**config.mk**
```make
export PLATFORM = sky130hd
export DESIGN_NAME = frac_lut4_cfg_writer
export DESIGN_NICKNAME = d
export VERILOG_FILES = /design/src/rtl/frac_lut4_cfg_writer.sv
export SDC_FILE = /design/constraint.sdc
export NUM_CORES = 1
export LEC_CHECK = 0
export BUFFER_PORTS_ARGS = -buffer_cell sky130_fd_sc_hd__buf_2
export CAP_MARGIN = 20
export CORE_MARGIN = 8
export CORE_UTILIZATION = 42
export DETAILED_ROUTE_END_ITERATION = 16
export PLACE_DENSITY = 0.66
export SLEW_MARGIN = 20
export SYNTH_ARGS = -nofsm -noshare
export SYNTH_HDL_FRONTEND = slang
export SYNTH_SLANG_ARGS = --single-unit
export TNS_END_PERCENT = 5
```
**constraint.sdc**
```tcl
create_clock -name C -period 1.8 [get_ports C]
set_clock_uncertainty 0.15 [all_clocks]
set_input_delay 0.36 -clock C [delete_from_list [all_inputs] [get_ports C]]
set_output_delay 0.36 -clock C [all_outputs]
set_load 0.05 [all_outputs]
```
**src/rtl/frac_lut4_cfg_writer.sv**
```systemverilog
// frac_lut4_cfg_writer: shifts LUT init words MSB-first into a config scan chain,
// returns displaced old words and strobes a latch after the last word.
module frac_lut4_cfg_writer #(
    parameter int NUM_LUTS = 4,
    parameter int LUT_W    = 16
) (
    input  logic             C,
    input  logic             R,
    input  logic             wr_valid,
    input  logic [LUT_W-1:0] wr_data,
    output logic             wr_ready,
    output logic             cfg_dout,
    output logic             cfg_shift,
    input  logic             cfg_din,
    output logic             cfg_latch,
    output logic             rd_valid,
    output logic [LUT_W-1:0] rd_data,
    output logic             busy,
    output logic             done
);
    localparam int BW = $clog2(LUT_W + 1);
    localparam int WW = $clog2(NUM_LUTS + 1);
    typedef enum logic [1:0] {IDLE, SHIFT, LATCH, DONE} state_t;
    state_t           state;
    logic [BW-1:0]    bit_cnt;
    logic [WW-1:0]    word_cnt;
    logic [LUT_W-1:0] shreg;
    logic [LUT_W-1:0] shreg_nxt;
    assign cfg_dout  = shreg[LUT_W-1];
    assign shreg_nxt = {shreg[LUT_W-2:0], cfg_din};
    always_ff @(posedge C or negedge R) begin
        if (!R) begin
            state     <= IDLE;
            bit_cnt   <= '0;
            word_cnt  <= '0;
            shreg     <= '0;
            rd_data   <= '0;
            rd_valid  <= 1'b0;
            wr_ready  <= 1'b1;
            cfg_shift <= 1'b0;
            cfg_latch <= 1'b0;
            busy      <= 1'b0;
            done      <= 1'b0;
        end else begin
            rd_valid  <= 1'b0;
            cfg_latch <= 1'b0;
            done      <= 1'b0;
            case (state)
                IDLE: if (wr_valid && wr_ready) begin
                    shreg     <= wr_data;
                    bit_cnt   <= '0;
                    state     <= SHIFT;
                    wr_ready  <= 1'b0;
                    cfg_shift <= 1'b1;
                    busy      <= 1'b1;
                end
                SHIFT: begin
                    shreg   <= shreg_nxt;
                    bit_cnt <= bit_cnt + BW'(1);
                    if (bit_cnt == BW'(LUT_W - 1)) begin
                        // displaced word is complete once the final tail bit arrives
                        rd_data   <= shreg_nxt;
                        rd_valid  <= 1'b1;
                        cfg_shift <= 1'b0;
                        if (word_cnt == WW'(NUM_LUTS - 1)) begin
                            word_cnt  <= '0;
                            state     <= LATCH;
                            cfg_latch <= 1'b1;
                        end else begin
                            word_cnt <= word_cnt + WW'(1);
                            state    <= IDLE;
                            wr_ready <= 1'b1;
                            busy     <= 1'b0;
                        end
                    end
                end
                LATCH: begin
                    state <= DONE;
                    done  <= 1'b1;
                end
                DONE: begin
                    state    <= IDLE;
                    wr_ready <= 1'b1;
                    busy     <= 1'b0;
                end
                default: begin
                    state    <= IDLE;
                    wr_ready <= 1'b1;
                    busy     <= 1'b0;
                end
            endcase
        end
    end
endmodule
```
# [Word-level counts from Yosys, hierarchy flattened]
# Index checks and enable logic that the tools add are counted.
[totals] ff_bits=48 in_bits=20 word_cells=55 out_inout_bits=23
[op_classes] addsub=2 n_eq_ne=8 mux=25 reduce_logical=9
[ops] cell="16-bit one-hot mux with 2 select lines" count=1
[ops] cell="16-bit 2-to-1 mux" count=1
[ops] cell="1-bit 2-to-1 mux" count=13
[ops] cell="5-bit one-hot mux with 2 select lines" count=1
[ops] cell="2-bit one-hot mux with 4 select lines" count=1
[ops] cell="2-bit 2-to-1 mux" count=3
[ops] cell="2-bit != test, second input constant" count=3
[ops] cell="1-bit one-hot mux with 3 select lines" count=2
[ops] cell="2-bit AND reduction" count=3
[ops] cell="5-bit by 1-bit adder with 5-bit output, second input constant" count=1
[ops] cell="5-bit by 4-bit equality test with 1-bit output, second input constant" count=1
[ops] cell="5-bit 2-to-1 mux" count=1
[ops] cell="2-bit equality test, second input constant" count=2
[ops] cell="4-bit AND reduction" count=1
[ops] cell="3-bit by 1-bit adder with 3-bit output, second input constant" count=1
[ops] cell="3-bit by 2-bit equality test with 1-bit output, second input constant" count=1
[ops] cell="3-bit 2-to-1 mux" count=1
[ops] cell="3-bit AND reduction" count=1
[ops] cell="3-bit nonzero test" count=1
[ops] cell="2-bit by 1-bit equality test with 1-bit output, second input constant" count=1
[ops] cell="2-bit logical NOT" count=1
[ops] cell="1-bit one-hot mux with 2 select lines" count=1
[ops] cell="2-bit nonzero test" count=1
[ops] cell="1-bit logical AND" count=1

# [Depth between registers and ports, before layout]
# Gate-level depths: netlist of run 1.
[depth] ltp_word=4 depth_mapped=8 mapped_depth_nobuf=7

# [Worst setup path before layout of run 1]
# No wires, ideal clock.
[synth_timing] path_kind="reg2reg" start="reg bit_cnt[0]" end="reg (tool-made name)" period_less_slack_ps=1793 required_time_ps=1523 path_stages_with_launch=8 path_slack_ps=7 setup_time_ps=127 arrival_time_ps=1516 n_path_buf=1 cell_sequence="dfrtp_1 > ha_1 > and3_1 > ha_1 > nand3b_1 > buf_4 > nor2_1 > or2_2"
[synth_lines] item="start: declaration" line="25" text="logic [BW-1:0] bit_cnt;"
[synth_lines] item="start signal: assignment" line="59" text="bit_cnt <= bit_cnt + BW'(1);"

# [Worst setup path after layout of run 1]
[layout_timing] start="reg bit_cnt[1]" end="reg word_cnt[0]"
[layout_via] elab_chain_len=2
[layout_lines] item="5-bit by 4-bit equality test with 1-bit output" line="60" text="if (bit_cnt == BW'(LUT_W - 1)) begin"
[layout_lines] item="2-bit AND reduction (no line)"
[layout_lines] item="end signal: assignment" line="70" text="word_cnt <= word_cnt + WW'(1);"
[layout_lines] item="end: declaration" line="26" text="logic [WW-1:0] word_cnt;"
# No other way between the ends.
# A chain may end at the register's enable or synchronous reset.

==> results of run 1 <==
[flip-flops by register name, indices dropped and copies added (netlist names), named ones only]
name / count
rd_data: 16
shreg: 16
bit_cnt: 5
word_cnt: 3
busy: 1
cfg_latch: 1
cfg_shift: 1
done: 1
rd_valid: 1
state: 1
wr_ready: 1
[metal layers]
metal / wire length, µm / up-vias / share of wire
met5: 0 / - / 0
met4: 53 / 0 / 0.010
met3: 213 / 5 / 0.042
met2: 2540 / 35 / 0.50
met1: 2250 / 797 / 0.44
li1: - / 806 / -
[stage by stage]
step,power (mW),setup TNS [ns]
6_report,4.91,0
3_5_place_dp,4.00,-0.00489
4_1_cts,4.82,0
5_1_grt,5.23,-0.160
3_3_place_gp,3.94,0
2_1_floorplan,3.46,0
[logic make-up (layout without fill, tap and decap cells)]
kind of cell	count (synthesis)	in the layout
adder cells (fa/ha/maj)	3	3
AO/OA/AOI/OAI	51	51
AND/OR/NAND/NOR	71	71
buffers and inverters	17	75
flip-flops	48	48
multiplexers	16	16
[synth_stat cells (all sizes together)]
| cell | count | share of area |
|---|---|---|
| nor2b | 2 | 0.0095 |
| and3 | 2 | 0.0059 |
| o22ai | 2 | 0.0059 |
| o21a | 1 | 0.0036 |
| nor2 | 4 | 0.0071 |
| a22o | 1 | 0.0042 |
| a21oi | 7 | 0.022 |
| dfrtp | 47 | 0.56 |
| nor3 | 1 | 0.0024 |
| inv | 4 | 0.0071 |
| and3b | 1 | 0.0047 |
| a211o | 1 | 0.0042 |
| ha | 3 | 0.018 |
| clkbuf | 3 | 0.0053 |
| or2 | 2 | 0.0059 |
| o21ai | 37 | 0.091 |
| a21boi | 1 | 0.0036 |
| nand3b | 1 | 0.0036 |
| mux2i | 16 | 0.076 |
| nand3 | 2 | 0.0047 |
| nand2b | 3 | 0.0089 |
| o2bb2ai | 1 | 0.0042 |
| dfstp | 1 | 0.012 |
| nand2 | 53 | 0.094 |
| buf | 10 | 0.038 |
[cells in the final DEF (no fill, tap or decap), types with 2 or more instances in the layout]
cell       Yosys  final
o21ai_2        2      3
clkbuf_8       0      5
nor2_1         4      4
mux2i_1       16     16
o21ai_1        8      8
dfrtp_1       47     47
nand2b_1       3      3
nand3_1        2      2
nand2_1       53     52
buf_4          2     16
buf_2          4     42
o22ai_1        2      2
a21oi_1        6      6
clkbuf_16      0      2
o21ai_0       27     26
buf_12         0      2
inv_1          4      3
ha_4           0      2
[cell type report]
cell class,instances,area (µm²),share of cell area
sequential,48,1200,0.447
multi-input combinational,141,842,0.313
timing repair buffer,63,430,0.160
tap,67,83.8,0.0312
clock buffer,5,68.8,0.0256
clock inverter,3,46.3,0.0172
inverter,4,15.0,0.00558
[path summary, 6_finish.rpt]
| check | startpoint | end | slack, ns | cells after the start |
|---|---|---|---|---|
| worst max-delay path | bit_cnt[1] | word_cnt[0] | 0.02 | 8 |
| worst min-delay path | cfg_din | rd_data[0] | 0.11 | 3 |
| worst max register to register | bit_cnt[1] | word_cnt[0] | 0.02 | 8 |
| worst min register to register | rd_data[11] | rd_data[11] | 0.32 | 2 |
| max in group asynchronous | R | bit_cnt[4] | 0.61 | 3 |
| min in group asynchronous | R | rd_data[1] | 0.35 | 2 |
[repair_timing]
action                                  CTS  global route
hold endpoints to repair                 16             0
endpoints found under the setup margin    3            20
hold buffers                              1             0
pin swaps                                 0             2
buffers inserted                          1             3
resized for setup                         1            10
cloned                                    0             2
[power groups by stage]
stage / Combinational (mW) / Sequential (mW) / Clock [mW]
floorplan: 1.02 / 2.44 / 0
global placement: 2.12 / 1.83 / 0
detailed placement: 2.15 / 1.85 / 0
CTS: 2.19 / 1.82 / 0.815
global route: 2.47 / 1.90 / 0.865
finish: 2.27 / 1.84 / 0.806
[tightest hold or removal path: stages]
cell and delay (ns):
buf_2 0.09, nand2_1 0.05, nand2_1 0.05
==> flow_summary.json, run 1 <==
{
  "status": "complete, no violations",
  "muxShareOfSynthArea": 0.0759,
  "slew_violations": 0,
  "ant_nets": 0,
  "synth_top_family_by_area": "simple AND/OR/NAND/NOR gates",
  "nFillCells": 429,
  "min_path_type": "in2reg",
  "p_seq_frac": 0.375,
  "place_ws_ns": -0.00489,
  "num_vias": 1643,
  "layout_min_cycle_time_ns": 1.78,
  "portBuffers": 42,
  "syn_to_final_growth_pct": 27.5,
  "rsz0062_at_grt": "true",
  "synth_simple_gate_area_frac": 0.147,
  "setup_ws_ns": 0.0230,
  "place_area_um2": 2440,
  "initial_utilization": 0.441,
  "wire_per_inst_um": 15.3,
  "core_area_um2": 4790,
  "crit_type": "reg2reg",
  "ios": 43,
  "layout.nets": 286,
  "path_buf_inv": 2,
  "ys_ff_latch": 48,
  "clock_latency_ns": 0.31,
  "finalSetupViolCount": 0,
  "layout.cells.non_filler": 331,
  "antenna_found_initial": 0,
  "busiest_layer": "met2",
  "fin_worst_hold_slack_ns": 0.113,
  "ys_types": 32,
  "ir_drop_uv": 885,
  "yosys.area_share.adder": 0.0178,
  "clkSinkCount": 48,
  "crit_top_cell": "ha_4",
  "clk_pin_slew_worst_paths_ns": 0.10,
  "grt_pass1_vias": 1590,
  "wirelength_um": 5050,
  "grt.overflow.total": 0,
  "drive_gt1_frac": 0.314,
  "utilization": 0.562,
  "intPower_mw": 2.74,
  "die_w_um": 86.9,
  "avgSynthCellArea_um2": 10.2,
  "cts_tree": "done",
  "hold_viol_final": 0,
  "grt_usage": 0.128,
  "combPwrFrac": 0.461,
  "syn-cell-area_um2": 2110,
  "crit_path_end_kind": "register",
  "diodes": 0,
  "use_met3": 0.0274,
  "grt_max_degree": 21,
  "cpPeakStageDelay_ns": 0.42,
  "p_clk_frac": 0.164,
  "cp_data_required_time_ns": 1.88,
  "cp_max_fo": 5,
  "p_sw_mw": 2.17,
  "place_hpwl_um": 3410,
  "drc": 0,
  "cp-start-kind": "register",
  "clock_path_buffers": 2,
  "cpLargestDelayFamily": "flip-flops",
  "viasPerCell": 4.96,
  "syn_inst": 206,
  "min_period_over_period": 0.987,
  "ys_warn_count": 0,
  "rows": 25,
  "gp_congestion": 0.787,
  "grt_use_met2": 0.211,
  "path_cells": "ha_4, and3_4, ha_4, nand3b_1, inv_2, buf_12, nand2_4, o21ai_2",
  "drtIter0Drc": 121,
  "gr-usage-met1": 0.159,
  "worst_pin_slew_ns": 0.417,
  "drv_cap": 0,
  "ys_seq_area_frac": 0.570,
  "slowest_stage": "dfrtp_1",
  "htreeDepth": 2,
  "synthXorXnorAreaFrac": 0,
  "die_h_um": 86.9,
  "cts-buffers-inserted": 5,
  "worstPathArrival_ns": 1.86,
  "powerDensity_nw_per_um2": 1830,
  "synthesis.nets": 229,
  "cts-root-buf": "clkbuf_8",
  "die-area_um2": 7550,
  "synth_compound_area_frac": 0.139,
  "dp.cells": 316,
  "drt-pass1-iter-count": 4,
  "grt_pass1_wl_um": 7530,
  "fin_area_um2": 2690,
  "leakage_nw": 1.35,
  "fmax_mhz": 563,
  "slew_headroom": 0.722,
  "swShare": 0.443
}
No activity file was read; power rests on OpenSTA's default activity.
==> inputs of run 2 (changes only) <==
--- a/config.mk
+++ b/config.mk
@@ -8,9 +8,9 @@
 export BUFFER_PORTS_ARGS = -buffer_cell sky130_fd_sc_hd__buf_2
 export CAP_MARGIN = 20
 export CORE_MARGIN = 8
-export CORE_UTILIZATION = 42
+export CORE_UTILIZATION = 48
 export DETAILED_ROUTE_END_ITERATION = 16
-export PLACE_DENSITY = 0.66
+export PLACE_DENSITY = 0.74
 export SLEW_MARGIN = 20
 export SYNTH_ARGS = -nofsm -noshare
 export SYNTH_HDL_FRONTEND = slang
==> flow_summary.json, run 2 (synthesis results as in run 1) <==
{
  "wl_met3_um": 239,
  "wirelength_um": 4500,
  "crit_type": "reg2reg",
  "p_sw_mw": 2.10,
  "reg2reg_from": "bit_cnt[0]",
  "leakage_nw": 1.33,
  "cts_tree": "done",
  "drc": 0,
  "tns_ns": 0,
  "num_vias": 1602,
  "clk_pin_slew_worst_paths_ns": 0.09,
  "intPower_mw": 2.80,
  "clock_latency_ns": 0.31,
  "reg.largest.list": "rd_data (16), shreg (16), bit_cnt (5)",
  "worstPathArrival_ns": 1.80,
  "worstRegToRegCells": 6,
  "gp_congestion": 0.755,
  "cp_max_fo": 5,
  "slew_violations": 0,
  "cp_data_required_time_ns": 1.85,
  "finalSetupViolCount": 0,
  "drv_cap": 0,
  "cts-root-buf": "clkbuf_8",
  "slowest_stage": "dfrtp_1",
  "viasPerCell": 5.15,
  "rsz0062_at_grt": "true",
  "rrSetupSlack_ns": 0.05,
  "clkSinkCount": 48,
  "wl_met2_um": 2220,
  "worst_pin_slew_ns": 0.503,
  "grt.overflow.total": 0,
  "grt_pass1_wl_um": 7340,
  "min_path_type": "in2reg",
  "final_common_cell": "nand2_1",
  "whs_path_depth": 3,
  "cp-start-kind": "register",
  "htreeDepth": 2,
  "initial_utilization": 0.491,
  "final_cell_mix": "51 x nand2_1, 47 x dfrtp_1, 42 x buf_2",
  "min_from": "cfg_din",
  "layout_min_cycle_time_ns": 1.75,
  "syn_to_final_growth_pct": 24.3,
  "wl_met1_um": 1950,
  "layout.nets": 281,
  "p_total_mw": 4.90,
  "slew_headroom": 0.665,
  "top_layer": "met4",
  "cts-buffers-inserted": 5,
  "drive_gt1_frac": 0.301,
  "crit_path_end_kind": "register",
  "combPwrFrac": 0.459,
  "die_h_um": 82.3,
  "diodes": 0,
  "antenna_found_initial": 0,
  "grt_usage": 0.141,
  "p_clk_frac": 0.173,
  "cpPeakStageDelay_ns": 0.40,
  "min_period_over_period": 0.975,
  "nFillCells": 347,
  "drt-pass1-iter-count": 5,
  "p_seq_frac": 0.369,
  "drtIter0Drc": 88,
  "die_w_um": 82.3,
  "rows": 24,
  "ant_nets": 0,
  "swShare": 0.428,
  "clock_path_buffers": 2,
  "cpLargestDelayFamily": "simple AND/OR/NAND/NOR gates",
  "die-area_um2": 6770,
  "wire_per_inst_um": 14.5,
  "hold_viol_final": 0,
  "cp_num_cells": 6,
  "ir_drop_uv": 612,
  "grt_max_degree": 29,
  "place_hpwl_um": 3180,
  "fmax_mhz": 570,
  "grt_pass1_vias": 1599,
  "path_buf_inv": 0,
  "core_area_um2": 4290,
  "path_cells": "ha_2, and3_4, ha_4, nand3b_1, nor2_1, or2_2",
  "portBuffers": 42,
  "ios": 43,
  "status": "complete, no violations",
  "hold_path_end": "rd_data[0]",
  "powerDensity_nw_per_um2": 1870
}
[run 2: worst max path at each step]
stage / startpoint / to
floorplan: bit_cnt[0] / register
global placement: bit_cnt[0] / word_cnt[1]
detailed placement: bit_cnt[1] / word_cnt[2]
CTS: bit_cnt[0] / word_cnt[2]
global route: bit_cnt[0] / word_cnt[1]
finish: bit_cnt[0] / register
[run 2: through the flow]
| stage | hold slack, ns | setup WS [ns] | std cells | instance area (µm²) | utilization |
|---|---|---|---|---|---|
| 4_1_cts | 0.105 | -0.0107 | 309 | 2580 | 0.600 |
| 3_3_place_gp | 0.195 | 0.0664 | 298 | 2430 | 0.565 |
| 3_5_place_dp | 0.200 | -0.0213 | 298 | 2430 | 0.565 |
| 2_1_floorplan | -0.0856 | 0.00674 | 206 | 2110 | - |
| 6_report | 0.112 | 0.0456 | 311 | 2620 | 0.610 |
| 5_1_grt | 0.121 | -0.0266 | 311 | 2620 | 0.610 |
[run 2: metal layers]
| metal | global-route usage | vias up |
|---|---|---|
| li1 | - | 798 |
| met1 | 0.161 | 768 |
| met2 | 0.235 | 30 |
| met3 | 0.0400 | 6 |
| met4 | 0.0719 | 0 |
| met5 | 0 | - |
[run 2: cell type report]
class                           count  area [µm²]  area share
Multi-Input combinational cell    141         826       0.315
Clock inverter                      1        30.0      0.0115
Inverter                            4        15.0     0.00573
Timing Repair Buffer               58         387       0.147
Clock buffer                        7        96.3      0.0368
Sequential cell                    48        1200       0.459
Tap cell                           52        65.1      0.0248
[run 2: power by group through the flow]
stage | Clock (mW) | Combinational [mW] | Sequential, mW
final | 0.847 | 2.25 | 1.81
after global routing | 0.907 | 2.44 | 1.87
after CTS | 0.859 | 2.24 | 1.80
after detailed placement | 0 | 2.21 | 1.83
after global placement | 0 | 2.17 | 1.81
after floorplan | 0 | 1.02 | 2.44
[run 2: worst register-to-register path, cell delays in order (launching register included)]
cell,delay (ns)
dfrtp_1,0.40
ha_2,0.21
and3_4,0.19
ha_4,0.15
nand3b_1,0.19
nor2_1,0.10
or2_2,0.27
[run 2: repair_timing]
item | 4_1_cts | 5_1_grt
resized for setup | 0 | 10
hold endpoints to repair | 19 | 0
setup endpoints to repair | 5 | 21
hold buffers | 1 | 0
buffers inserted | 2 | 2
